===== config.mk =====
export PLATFORM = sky130hd
export DESIGN_NAME = uart_tx_fifo
export DESIGN_NICKNAME = d
export VERILOG_FILES = /design/src/rtl/uart_tx_fifo.sv
export SDC_FILE = /design/constraint.sdc
export NUM_CORES = 1
export LEC_CHECK = 0
export CAP_MARGIN = 20
export CORE_MARGIN = 2
export CORE_UTILIZATION = 59
export DETAILED_ROUTE_END_ITERATION = 8
export PLACE_DENSITY = 0.86
export SLEW_MARGIN = 20
export SYNTH_ARGS = -nofsm -noshare
export SYNTH_HDL_FRONTEND = slang
export SYNTH_SLANG_ARGS = --single-unit
export TNS_END_PERCENT = 20

===== constraint.sdc =====
create_clock -name clk -period 3.4 [get_ports clk]
set_input_delay 0.34 -clock clk [delete_from_list [all_inputs] [get_ports clk]]
set_output_delay 0.34 -clock clk [all_outputs]
set_load 0.01 [all_outputs]

===== src/rtl/uart_tx_fifo.sv =====
// Transmit FIFO in front of UartTx: queues producer bytes and launches one
// UART frame at a time, holding tx_data until the transmitter reports tx_done.
module uart_tx_fifo #(
  parameter  int DATA_BITS = 8,
  parameter  int DEPTH     = 16,
  localparam int CNT_W     = $clog2(DEPTH) + 1
) (
  input  logic                 clk,
  input  logic                 rst,
  input  logic                 wr_valid,
  input  logic [DATA_BITS-1:0] wr_data,
  output logic                 wr_ready,
  output logic                 tx_start,
  output logic [DATA_BITS-1:0] tx_data,
  input  logic                 tx_done,
  output logic                 tx_busy,
  output logic [CNT_W-1:0]     count,
  output logic                 full,
  output logic                 empty,
  output logic                 overflow,
  input  logic                 ovf_clr
);

  localparam int PTR_W = $clog2(DEPTH);

  typedef enum logic [1:0] {
    S_IDLE,
    S_LOAD,
    S_WAIT
  } state_e;

  state_e               state_q, state_d;
  logic [DATA_BITS-1:0] mem_q [DEPTH];
  logic [PTR_W-1:0]     wptr_q, wptr_d;
  logic [PTR_W-1:0]     rptr_q, rptr_d;
  logic [CNT_W-1:0]     count_q, count_d;
  logic [DATA_BITS-1:0] tx_data_q, tx_data_d;
  logic                 tx_start_q, tx_start_d;
  logic                 tx_busy_q, tx_busy_d;
  logic                 ovf_q, ovf_d;
  logic                 push;
  logic                 pop;

  // No write bypass: a full FIFO refuses writes even while it is popping.
  assign full     = (count_q == CNT_W'(DEPTH));
  assign empty    = (count_q == '0);
  assign wr_ready = !full;
  assign push     = wr_valid && wr_ready;

  assign count    = count_q;
  assign tx_start = tx_start_q;
  assign tx_data  = tx_data_q;
  assign tx_busy  = tx_busy_q;
  assign overflow = ovf_q;

  always_comb begin
    state_d    = state_q;
    rptr_d     = rptr_q;
    wptr_d     = wptr_q;
    tx_data_d  = tx_data_q;
    tx_start_d = 1'b0;
    tx_busy_d  = tx_busy_q;
    pop        = 1'b0;

    unique case (state_q)
      S_IDLE: begin
        if (!empty) begin
          pop       = 1'b1;
          tx_data_d = mem_q[rptr_q];
          rptr_d    = rptr_q + 1'b1;
          state_d   = S_LOAD;
        end
      end
      S_LOAD: begin
        tx_start_d = 1'b1;
        tx_busy_d  = 1'b1;
        state_d    = S_WAIT;
      end
      S_WAIT: begin
        if (tx_done) begin
          tx_busy_d = 1'b0;
          state_d   = S_IDLE;
        end
      end
      default: state_d = S_IDLE;
    endcase

    if (push) begin
      wptr_d = wptr_q + 1'b1;
    end
    count_d = count_q + CNT_W'(push) - CNT_W'(pop);

    // A new overflow takes priority over a clear in the same cycle.
    ovf_d = ovf_q;
    if (wr_valid && !wr_ready) begin
      ovf_d = 1'b1;
    end else if (ovf_clr) begin
      ovf_d = 1'b0;
    end
  end

  always_ff @(posedge clk) begin
    if (rst) begin
      state_q    <= S_IDLE;
      wptr_q     <= '0;
      rptr_q     <= '0;
      count_q    <= '0;
      tx_data_q  <= '0;
      tx_start_q <= 1'b0;
      tx_busy_q  <= 1'b0;
      ovf_q      <= 1'b0;
    end else begin
      state_q    <= state_d;
      wptr_q     <= wptr_d;
      rptr_q     <= rptr_d;
      count_q    <= count_d;
      tx_data_q  <= tx_data_d;
      tx_start_q <= tx_start_d;
      tx_busy_q  <= tx_busy_d;
      ovf_q      <= ovf_d;
    end
  end

  // Storage is data-only; occupancy and pointers alone decide what is valid.
  always_ff @(posedge clk) begin
    if (push) begin
      mem_q[wptr_q] <= wr_data;
    end
  end

endmodule

==> results of run 1 <==
## area by class of cell
| cell class | instances | area share |
|---|---|---|
| Clock buffer | 17 | 0.0574 |
| Inverter | 12 | 0.00624 |
| Tap cell | 136 | 0.0236 |
| Timing Repair Buffer | 39 | 0.0513 |
| Sequential cell | 154 | 0.605 |
| Clock inverter | 15 | 0.0229 |
| Multi-Input combinational cell | 153 | 0.234 |
## placed cells by master, fill, tap and decap left out, types with 11 or more instances in the layout
master / instances
clkbuf_16: 16
clkdlybuf4s50_1: 31
mux2i_1: 16
inv_1: 12
edfxtp_1: 128
nor2_1: 25
mux4_1: 26
ha_1: 11
dfxtp_1: 25
## worst max-delay path, cell delays in order (launching register included)
cell,delay [ns]
dfxtp_1,0.33
inv_1,0.08
ha_1,0.17
or4b_4,0.49
nand2_2,0.21
inv_1,0.14
ha_1,0.29
inv_1,0.04
ha_1,0.20
fa_1,0.41
a21oi_1,0.17
nor2_1,0.06
or3_1,0.34
a21oi_1,0.14
## stage by stage
step | total power, mW | hold slack, ns | cell area [um2] | util
3_3_place_gp | 3.59 | 0.454 | 6640 | 0.646
2_1_floorplan | 3.26 | 0.439 | 6220 | -
4_1_cts | 5.49 | 0.401 | 7220 | 0.702
6_report | 5.46 | 0.423 | 7220 | 0.702
3_5_place_dp | 3.64 | 0.485 | 6640 | 0.646
5_1_grt | 5.70 | 0.421 | 7220 | 0.702
## path summary, 6_finish.rpt
path / start / endpoint / slack, ns / cells after the start
worst max-delay path: count[2] / count[4] / 0.26 / 13
worst min-delay path: tx_done / tx_busy / 0.42 / 2
worst max register to register: count[2] / count[4] / 0.26 / 13
worst min register to register: tx_busy / tx_busy / 0.48 / 2
## registers in the layout, indices dropped and copies added (netlist names), 2 cells and up
register  flops
mem_q       128
rptr_q        4
wptr_q        4
tx_data       8
state_q       2
count         5
## routing by layer
| metal | global-route usage | vias to the layer above | wire length [um] |
|---|---|---|---|
| li1 | - | 1415 | - |
| met1 | 0.294 | 1628 | 4760 |
| met2 | 0.373 | 153 | 6100 |
| met3 | 0.0632 | 20 | 801 |
| met4 | 0.0853 | 0 | 195 |
| met5 | 0 | - | 0 |
## logic make-up (layout without fill, tap and decap cells)
group / Yosys count / after routing / share of synthesized area
simple gates: 66 / 66 / 0.0559
buf+inv: 30 / 83 / 0.0271
compound gates: 18 / 18 / 0.0203
mux: 48 / 48 / 0.157
fa+ha+maj: 12 / 12 / 0.0253
flops: 154 / 154 / 0.701
xor+xnor: 9 / 9 / 0.0127
## report_power, final
group          internal, mW  total, mW  leakage (nW)  switching, mW
logic                 0.664       1.29         0.788          0.629
clock network          1.06       1.85         0.273          0.789
registers              2.20       2.32          1.37          0.124
==> run_results.csv, run 1 <==
group,metric,value,unit
logic_synthesis,ys.flop_type,"edfxtp_1",
setup_path,crit_path_max_fanout,12,
routing,wl_per_cell,22.5,um
timing,fmax,319,MHz
final_layout,fill_cells,612,
floorplanning,dieArea,11400,um2
outcome,outcome,"completed",
pwr,p_leak,2.43,nW
timing,worst_pin_slew,1.02,ns
logic_synthesis,ys_top_cells_by_area,"edfxtp_1 62%, mux4_1 11%, dfxtp_1 8.4%",
pwr,irDropWorstVdd,0.548,mV
global_route,grt_pass1_wl,18300,um
placed_design,place_inst,494,
final_layout,diodes,0,
timing,setup_viol,0,
logic_synthesis,synth_enable_flop_cells,128,
setup_path,critPathRequiredTime,3.85,ns
clock_network,cts.sinks,154,
logic_synthesis,synthesis.area,6220,um2
clock_network,postCtsSetupRepairBufs,0,
pwr,power_density,757,nW/um2
logic_synthesis,synth_nets,362,
flow_run,cap_violations,0,
placed_design,dp_hpwl,6950,um
setup_path,critPathLaunchType,"flip-flop",
clock_network,cts_buffers,17,
floorplanning,initial_core_util,0.605,
final_layout,nets,402,
placed_design,post-place-ws,0.308,ns
floorplanning,rows,37,
timing,grt_setup_unrepaired,"false",
logic_synthesis,synth_area_leader_cell,"edfxtp_1",
routing,drtAntennaViolNets,0,
floorplanning,die_x,107,um
routing,vias_per_cell,6.11,
clock_network,insertion_delay,0.53,ns
global_route,gr-usage-all-layers,0.228,
clock_network,cts_tree,"built",
timing,slew_viol_final,0,
logic_synthesis,ys_types,36,
logic_synthesis,synth_common_cells,"128 x edfxtp_1, 26 x dfxtp_1, 26 x mux4_1",
clock_network,clock_path_buffers,2,
final_layout,synthToLayoutAreaGrowth,16.0,%
logic_synthesis,yosys_warnings,0,
placed_design,gp_congestion,0.799,
routing,firstDrtPassIters,5,
setup_path,critPathArrivalTime,3.59,ns
routing,vias,3216,
timing,setup_tns,0,ns
final_layout,drive_gt1_frac,0.126,
logic_synthesis,synth_top_area_frac,0.618,
placed_design,io_buffers,31,
global_route,grt_pass1_vias,3253,
floorplanning,die_h,107,um
clock_network,cts-root-buf,"clkbuf_8",
timing,relSlewSlack,0.319,
logic_synthesis,synth_most_common_cell,"edfxtp_1",
final_layout,final-seq-area,4370,um2
logic_synthesis,yosysSeqAreaShare,0.701,
clock_network,clk_pin_slew_worst_paths,0.07,ns
clock_network,cts.repair.resized,0,
final_layout,multi_input_area,1690,um2
setup_path,cp-end-kind,"flip-flop",
routing,routed_wl,11900,um
floorplanning,coreArea,10300,um2
timing,hold_viol,0,
routing,drt-initial-drc-count,283,
clock_network,hold_buffers,0,
timing,period_minus_slack,3.14,ns
global_route,antenna_found_initial,0,
floorplanning,boundaryPins,32,
logic_synthesis,async_reset_ff_frac,0,
routing,post-route-drc-count,0,
logic_synthesis,syn_inst,337,
setup_path,critical_path_class,"reg -> reg",
timing,fin_ws,0.262,ns
final_layout,finalNonFillerCells,526,
min_path,hp-class,"in -> reg",
clock_network,h-tree-depth,4,
timing,timing.final.crit_share,0.923,
timing,finClkSkew,0.00730,ns
logic_synthesis,postSynthRegisterBits,154,
logic_synthesis,syn_avg_cell_area,18.5,um2
global_route,grt_max_degree,35,
global_route,gr-total-overflow,0,
Power figures use the tool's default switching activity.
==> run 2, diff against run 1 <==
--- a/config.mk
+++ b/config.mk
@@ -6,10 +6,11 @@
 export NUM_CORES = 1
 export LEC_CHECK = 0
 export CAP_MARGIN = 20
+export CORE_ASPECT_RATIO = 1.5
 export CORE_MARGIN = 2
-export CORE_UTILIZATION = 59
+export CORE_UTILIZATION = 64
 export DETAILED_ROUTE_END_ITERATION = 8
-export PLACE_DENSITY = 0.86
+export PLACE_DENSITY = 0.91
 export SLEW_MARGIN = 20
 export SYNTH_ARGS = -nofsm -noshare
 export SYNTH_HDL_FRONTEND = slang
==> constraint.sdc (replaced) <==
create_clock -name clk -period 3.8 [get_ports clk]
set_input_delay 0.38 -clock clk [delete_from_list [all_inputs] [get_ports clk]]
set_output_delay 0.38 -clock clk [all_outputs]
set_load 0.005 [all_outputs]
==> run_results.csv, run 2 (synthesis gave the netlist of run 1 again) <==
group,metric,value,unit
timing,grt_setup_unrepaired,"false",
floorplanning,die_h,125,um
timing,slew_viol_final,0,
placed_design,gp_congestion,0.800,
setup_path,max_stage_delay,0.50,ns
routing,routed_wl,12300,um
routing,drt-initial-drc-count,371,
global_route,gr-usage-met2,0.409,
timing,fmax,311,MHz
floorplanning,coreArea,9580,um2
global_route,top_usage_layer,"met2",
outcome,outcome,"completed",
placed_design,place_inst,472,
clock_network,cts_buffers,17,
setup_path,cp-end-kind,"flip-flop",
setup_path,crit_path_max_fanout,12,
final_layout,final_cell_mix,"128 x edfxtp_1, 31 x clkdlybuf4s50_1, 26 x mux4_1",
clock_network,clock_path_buffers,2,
clock_network,h-tree-depth,4,
clock_network,cts_tree,"built",
setup_path,critPathLaunchType,"flip-flop",
clock_network,cts.repair.resized,0,
floorplanning,dieArea,10500,um2
floorplanning,rows,44,
clock_network,cts.sinks,154,
clock_network,hold_buffers,0,
setup_path,path_cells,"inv_1 > ha_1 > or4b_4 > nand2_2 > inv_1 > ha_1 > inv_1 > ha_1 > fa_1 > a21oi_1 > nor2_1 > or3_1 > a21oi_1",
global_route,grt_use_met1,0.313,
final_layout,diodes,0,
setup_path,worst-path-buf-inv,3,
setup_path,critPathRequiredTime,4.13,ns
timing,period_minus_slack,3.22,ns
setup_path,critPathArrivalTime,3.55,ns
clock_network,postCtsSetupRepairBufs,0,
routing,post-route-drc-count,0,
setup_path,critical_path.top_delay_family,"simple AND/OR/NAND/NOR gates",
final_layout,largest_reg_flops,128,
pwr,p_leak,2.43,nW
routing,vias,3275,
global_route,gr-usage-all-layers,0.253,
floorplanning,initial_core_util,0.650,
global_route,grt_pass1_vias,3302,
pwr,irDropWorstVdd,0.534,mV
routing,wl_per_cell,24.4,um
timing,timing.final.crit_share,0.846,
timing,setup_viol,0,
timing,setup_tns,0,ns
clock_network,clk_pin_slew_worst_paths,0.06,ns
final_layout,drive_gt1_frac,0.126,
placed_design,io_buffers,31,
floorplanning,die_x,84.5,um
routing,vias_per_cell,6.49,
floorplanning,boundaryPins,32,
final_layout,layout_commonest_cell,"edfxtp_1",
timing,finClkSkew,0.00827,ns
pwr,power_density,674,nW/um2
global_route,grt_pass1_wl,19000,um
routing,firstDrtPassIters,5,
global_route,grt_max_degree,29,
clock_network,cts-root-buf,"clkbuf_16",
global_route,use_met3,0.0736,
timing,hold_viol,0,
clock_network,insertion_delay,0.43,ns
routing,drtAntennaViolNets,0,
setup_path,critPathSlowestCell,"or4b_4",
timing,relSlewSlack,0.291,
timing,worst_pin_slew,1.06,ns
final_layout,synthToLayoutAreaGrowth,15.5,%
flow_run,cap_violations,0,
final_layout,largest_register,"mem_q",
global_route,gr-total-overflow,0,
global_route,antenna_found_initial,0,
final_layout,nets,402,
setup_path,critical_path_class,"reg -> reg",
min_path,hp-class,"reg -> reg",
placed_design,dp_hpwl,7360,um
final_layout,finalNonFillerCells,505,
[run 2: changes by cell type in the layout (fill, tap and decap cells not counted), sizes merged]
cell / before / now
bufinv: 2 / 1
clkinv: 3 / 5
inv: 18 / 17
[run 2: cell type report]
| type | instances | area [um2] |
|---|---|---|
| inverter | 12 | 45.0 |
| tap | 115 | 144 |
| sequential | 154 | 4370 |
| fill | 531 | 2390 |
| clock inverter | 15 | 141 |
| multi-input combinational | 153 | 1690 |
| clock buffer | 17 | 425 |
| timing repair buffer | 39 | 378 |
[run 2: power breakdown]
part	total, mW	switching, mW	internal, mW
Sequential	2.13	0.167	1.97
Combinational	1.12	0.518	0.602
Clock	1.59	0.683	0.910
Total	4.85	1.37	3.48
[run 2: worst reg2reg max path: stages, from the launching register on]
cell and delay, ns:
dfxtp_1 0.33, inv_1 0.08, ha_1 0.18, or4b_4 0.50
nand2_2 0.22, inv_1 0.15, ha_1 0.30, inv_1 0.04
ha_1 0.19, fa_1 0.41, a21oi_1 0.16, nor2_1 0.07
or3_1 0.34, a21oi_1 0.16
[run 2: path summary, 6_finish.rpt]
kind                  from  endpoint  slack [ns]  cells after the start
setup / recovery  count[2]  count[4]        0.58                     13
hold / removal     tx_busy   tx_busy        0.48                      2
setup reg to reg  count[2]  count[4]        0.58                     13
hold reg to reg    tx_busy   tx_busy        0.48                      2
[run 2: through the flow]
stage,cell area [um2],utilization,worst slack [ns],hold slack [ns],power [mW]
after floorplan,6220,-,1.01,0.462,2.89
after global placement,6610,0.690,0.751,0.458,3.18
after detailed placement,6610,0.690,0.626,0.474,3.24
after CTS,7170,0.749,0.612,0.483,4.85
after global routing,7190,0.750,0.354,0.501,5.04
final,7190,0.750,0.585,0.476,4.85
[run 2: routing by layer]
metal / routed length, um / share of wire / up-vias
met5: 0 / 0 / -
met4: 464 / 0.038 / 0
met3: 670 / 0.054 / 47
met2: 6470 / 0.52 / 147
met1: 4740 / 0.38 / 1663
li1: - / - / 1418
==> run 3, diff against run 2 <==
--- a/config.mk
+++ b/config.mk
@@ -8,9 +8,9 @@
 export CAP_MARGIN = 20
 export CORE_ASPECT_RATIO = 1.5
 export CORE_MARGIN = 2
-export CORE_UTILIZATION = 64
+export CORE_UTILIZATION = 59
 export DETAILED_ROUTE_END_ITERATION = 8
-export PLACE_DENSITY = 0.91
+export PLACE_DENSITY = 0.86
 export SLEW_MARGIN = 20
 export SYNTH_ARGS = -nofsm -noshare
 export SYNTH_HDL_FRONTEND = slang
==> constraint.sdc (replaced) <==
create_clock -name clk -period 3.3 [get_ports clk]
set_input_delay 0.33 -clock clk [delete_from_list [all_inputs] [get_ports clk]]
set_output_delay 0.33 -clock clk [all_outputs]
set_load 0.005 [all_outputs]
==> run_results.csv, run 3 (synthesis gave the netlist of run 1 again) <==
group,metric,value,unit
timing,worst_pin_slew,0.937,ns
setup_path,critPathRequiredTime,3.64,ns
pwr,p_int,4.30,mW
placed_design,dp_hpwl,7750,um
final_layout,largest_reg_flops,128,
global_route,gr-usage-all-layers,0.241,
final_layout,diodes,0,
routing,wl_per_cell,23.4,um
routing,routed_wl,12500,um
timing,setup_tns,0,ns
timing,grt_setup_unrepaired,"false",
floorplanning,dieArea,11400,um2
clock_network,clk_pin_slew_worst_paths,0.06,ns
pwr,power_frac_clock,0.353,
clock_network,insertion_delay,0.41,ns
clock_network,cts_buffers,17,
floorplanning,rows,45,
min_path,hp-class,"reg -> reg",
placed_design,placed_cell_area,6700,um2
pwr,p_leak,2.50,nW
floorplanning,boundaryPins,32,
clock_network,postCtsSetupRepairBufs,0,
global_route,grt_max_degree,35,
routing,firstDrtPassIters,5,
floorplanning,die_x,87.9,um
timing,setup_viol,0,
setup_path,path_cells,"inv_1 > ha_1 > or4b_4 > nand2_2 > inv_1 > ha_1 > inv_1 > ha_1 > fa_1 > a21oi_1 > nor2_1 > or3_1 > a21oi_1",
setup_path,max_stage_delay,0.49,ns
setup_path,crit_path_max_fanout,4,
final_layout,nets,409,
final_layout,fin_area,7330,um2
clock_network,cts-root-buf,"clkbuf_16",
pwr,irDropWorstVdd,0.573,mV
global_route,antenna_found_initial,0,
setup_path,critical_path_class,"reg -> reg",
flow_run,cap_violations,0,
final_layout,finalNonFillerCells,537,
routing,drt-initial-drc-count,260,
final_layout,synthToLayoutAreaGrowth,17.8,%
clock_network,clock_path_buffers,2,
setup_path,critPathArrivalTime,3.30,ns
placed_design,io_buffers,31,
min_path,hp-start,"tx_busy",
timing,hold_viol,0,
timing,relSlewSlack,0.373,
pwr,p_sw_frac,0.260,
routing,vias,3292,
clock_network,cts.repair.resized,0,
global_route,gr-total-overflow,0,
final_layout,final_cell_mix,"128 x edfxtp_1, 31 x clkdlybuf4s50_1, 26 x mux4_1",
pwr,power_density,794,nW/um2
timing,timing.final.crit_share,0.898,
floorplanning,die_h,130,um
routing,post-route-drc-count,0,
clock_network,cts.sinks,154,
clock_network,cts_tree,"built",
timing,fmax,338,MHz
timing,slew_viol_final,0,
global_route,grt_pass1_wl,19200,um
setup_path,critPathSlowestCell,"or4b_4",
floorplanning,coreArea,10200,um2
pwr,power_frac_seq,0.412,
timing,finClkSkew,0.00399,ns
placed_design,place_inst,506,
routing,drtAntennaViolNets,0,
setup_path,worstSetupStartpoint,"count[2]",
outcome,outcome,"completed",
routing,vias_per_cell,6.13,
final_layout,drive_gt1_frac,0.136,
final_layout,largest_register,"mem_q",
clock_network,h-tree-depth,4,
timing,period_minus_slack,2.96,ns
floorplanning,initial_core_util,0.611,
pwr,p_comb_frac,0.235,
global_route,grt_pass1_vias,3378,
setup_path,r2r-start,"count[2]",
placed_design,gp_congestion,0.775,
clock_network,hold_buffers,0,
setup_path,critPathLaunchType,"flip-flop",
setup_path,cp-end-kind,"flip-flop",
pwr,power_switching,1.51,mW
final_layout,layout_commonest_cell,"edfxtp_1",
-- run 3: cell count changes in the layout (fill, tap and decap cells not counted) --
cell / before / now
buf_4: 7 / 15
bufinv_16: 1 / 5
inv_6: 4 / 0
clkinv_2: 1 / 3
clkinvlp_4: 4 / 2
buf_8: 1 / 0
clkbuf_1: 0 / 1
clkinv_4: 3 / 2
inv_8: 1 / 0
-- run 3: layer usage --
metal | share of wire | GRT usage | wire length, um | vias to the layer above
met1 | 0.37 | 0.295 | 4680 | 1661
met2 | 0.53 | 0.407 | 6680 | 158
met5 | 0 | 0 | 0 | -
li1 | - | - | - | 1431
met3 | 0.058 | 0.0601 | 733 | 42
met4 | 0.036 | 0.108 | 454 | 0
-- run 3: path summary, 6_finish.rpt --
kind	end	slack [ns]	cells past startpoint
setup / recovery	count[4]	0.34	13
hold / removal	tx_busy	0.47	2
setup reg to reg	count[4]	0.34	13
hold reg to reg	tx_busy	0.47	2
-- run 3: layout make-up --
| cell class | count | area (um2) |
|---|---|---|
| Multi-Input combinational cell | 153 | 1690 |
| Tap cell | 141 | 176 |
| Sequential cell | 154 | 4370 |
| Timing Repair Buffer | 46 | 423 |
| Inverter | 12 | 45.0 |
| Clock buffer | 18 | 429 |
| Clock inverter | 13 | 201 |
| Fill cell | 588 | 2860 |
-- run 3: per-stage QoR --
step | util | hold slack, ns | worst slack [ns] | power (mW)
after CTS | 0.719 | 0.470 | 0.315 | 5.85
final | 0.719 | 0.467 | 0.338 | 5.82
after floorplan | - | 0.429 | 0.510 | 3.32
after detailed placement | 0.657 | 0.462 | 0.335 | 3.77
after global placement | 0.657 | 0.460 | 0.446 | 3.69
after global routing | 0.719 | 0.484 | 0.117 | 6.05
-- run 3: power groups by stage --
stage	Clock (mW)	Sequential [mW]	Combinational (mW)
4_1_cts	2.09	2.39	1.37
2_1_floorplan	0	2.38	0.947
5_1_grt	2.16	2.41	1.48
3_5_place_dp	0	2.43	1.34
6_report	2.05	2.40	1.37
3_3_place_gp	0	2.42	1.27
-- run 3: critical path, delay by kind of cell, from the launching register on --
kind                     cells  cell delay, ns
flip-flops                   1            0.32
adder cells (fa/ha/maj)      4            1.07
AO/OA/AOI/OAI                2            0.31
buffers and inverters        3            0.22
AND/OR/NAND/NOR              4            0.97
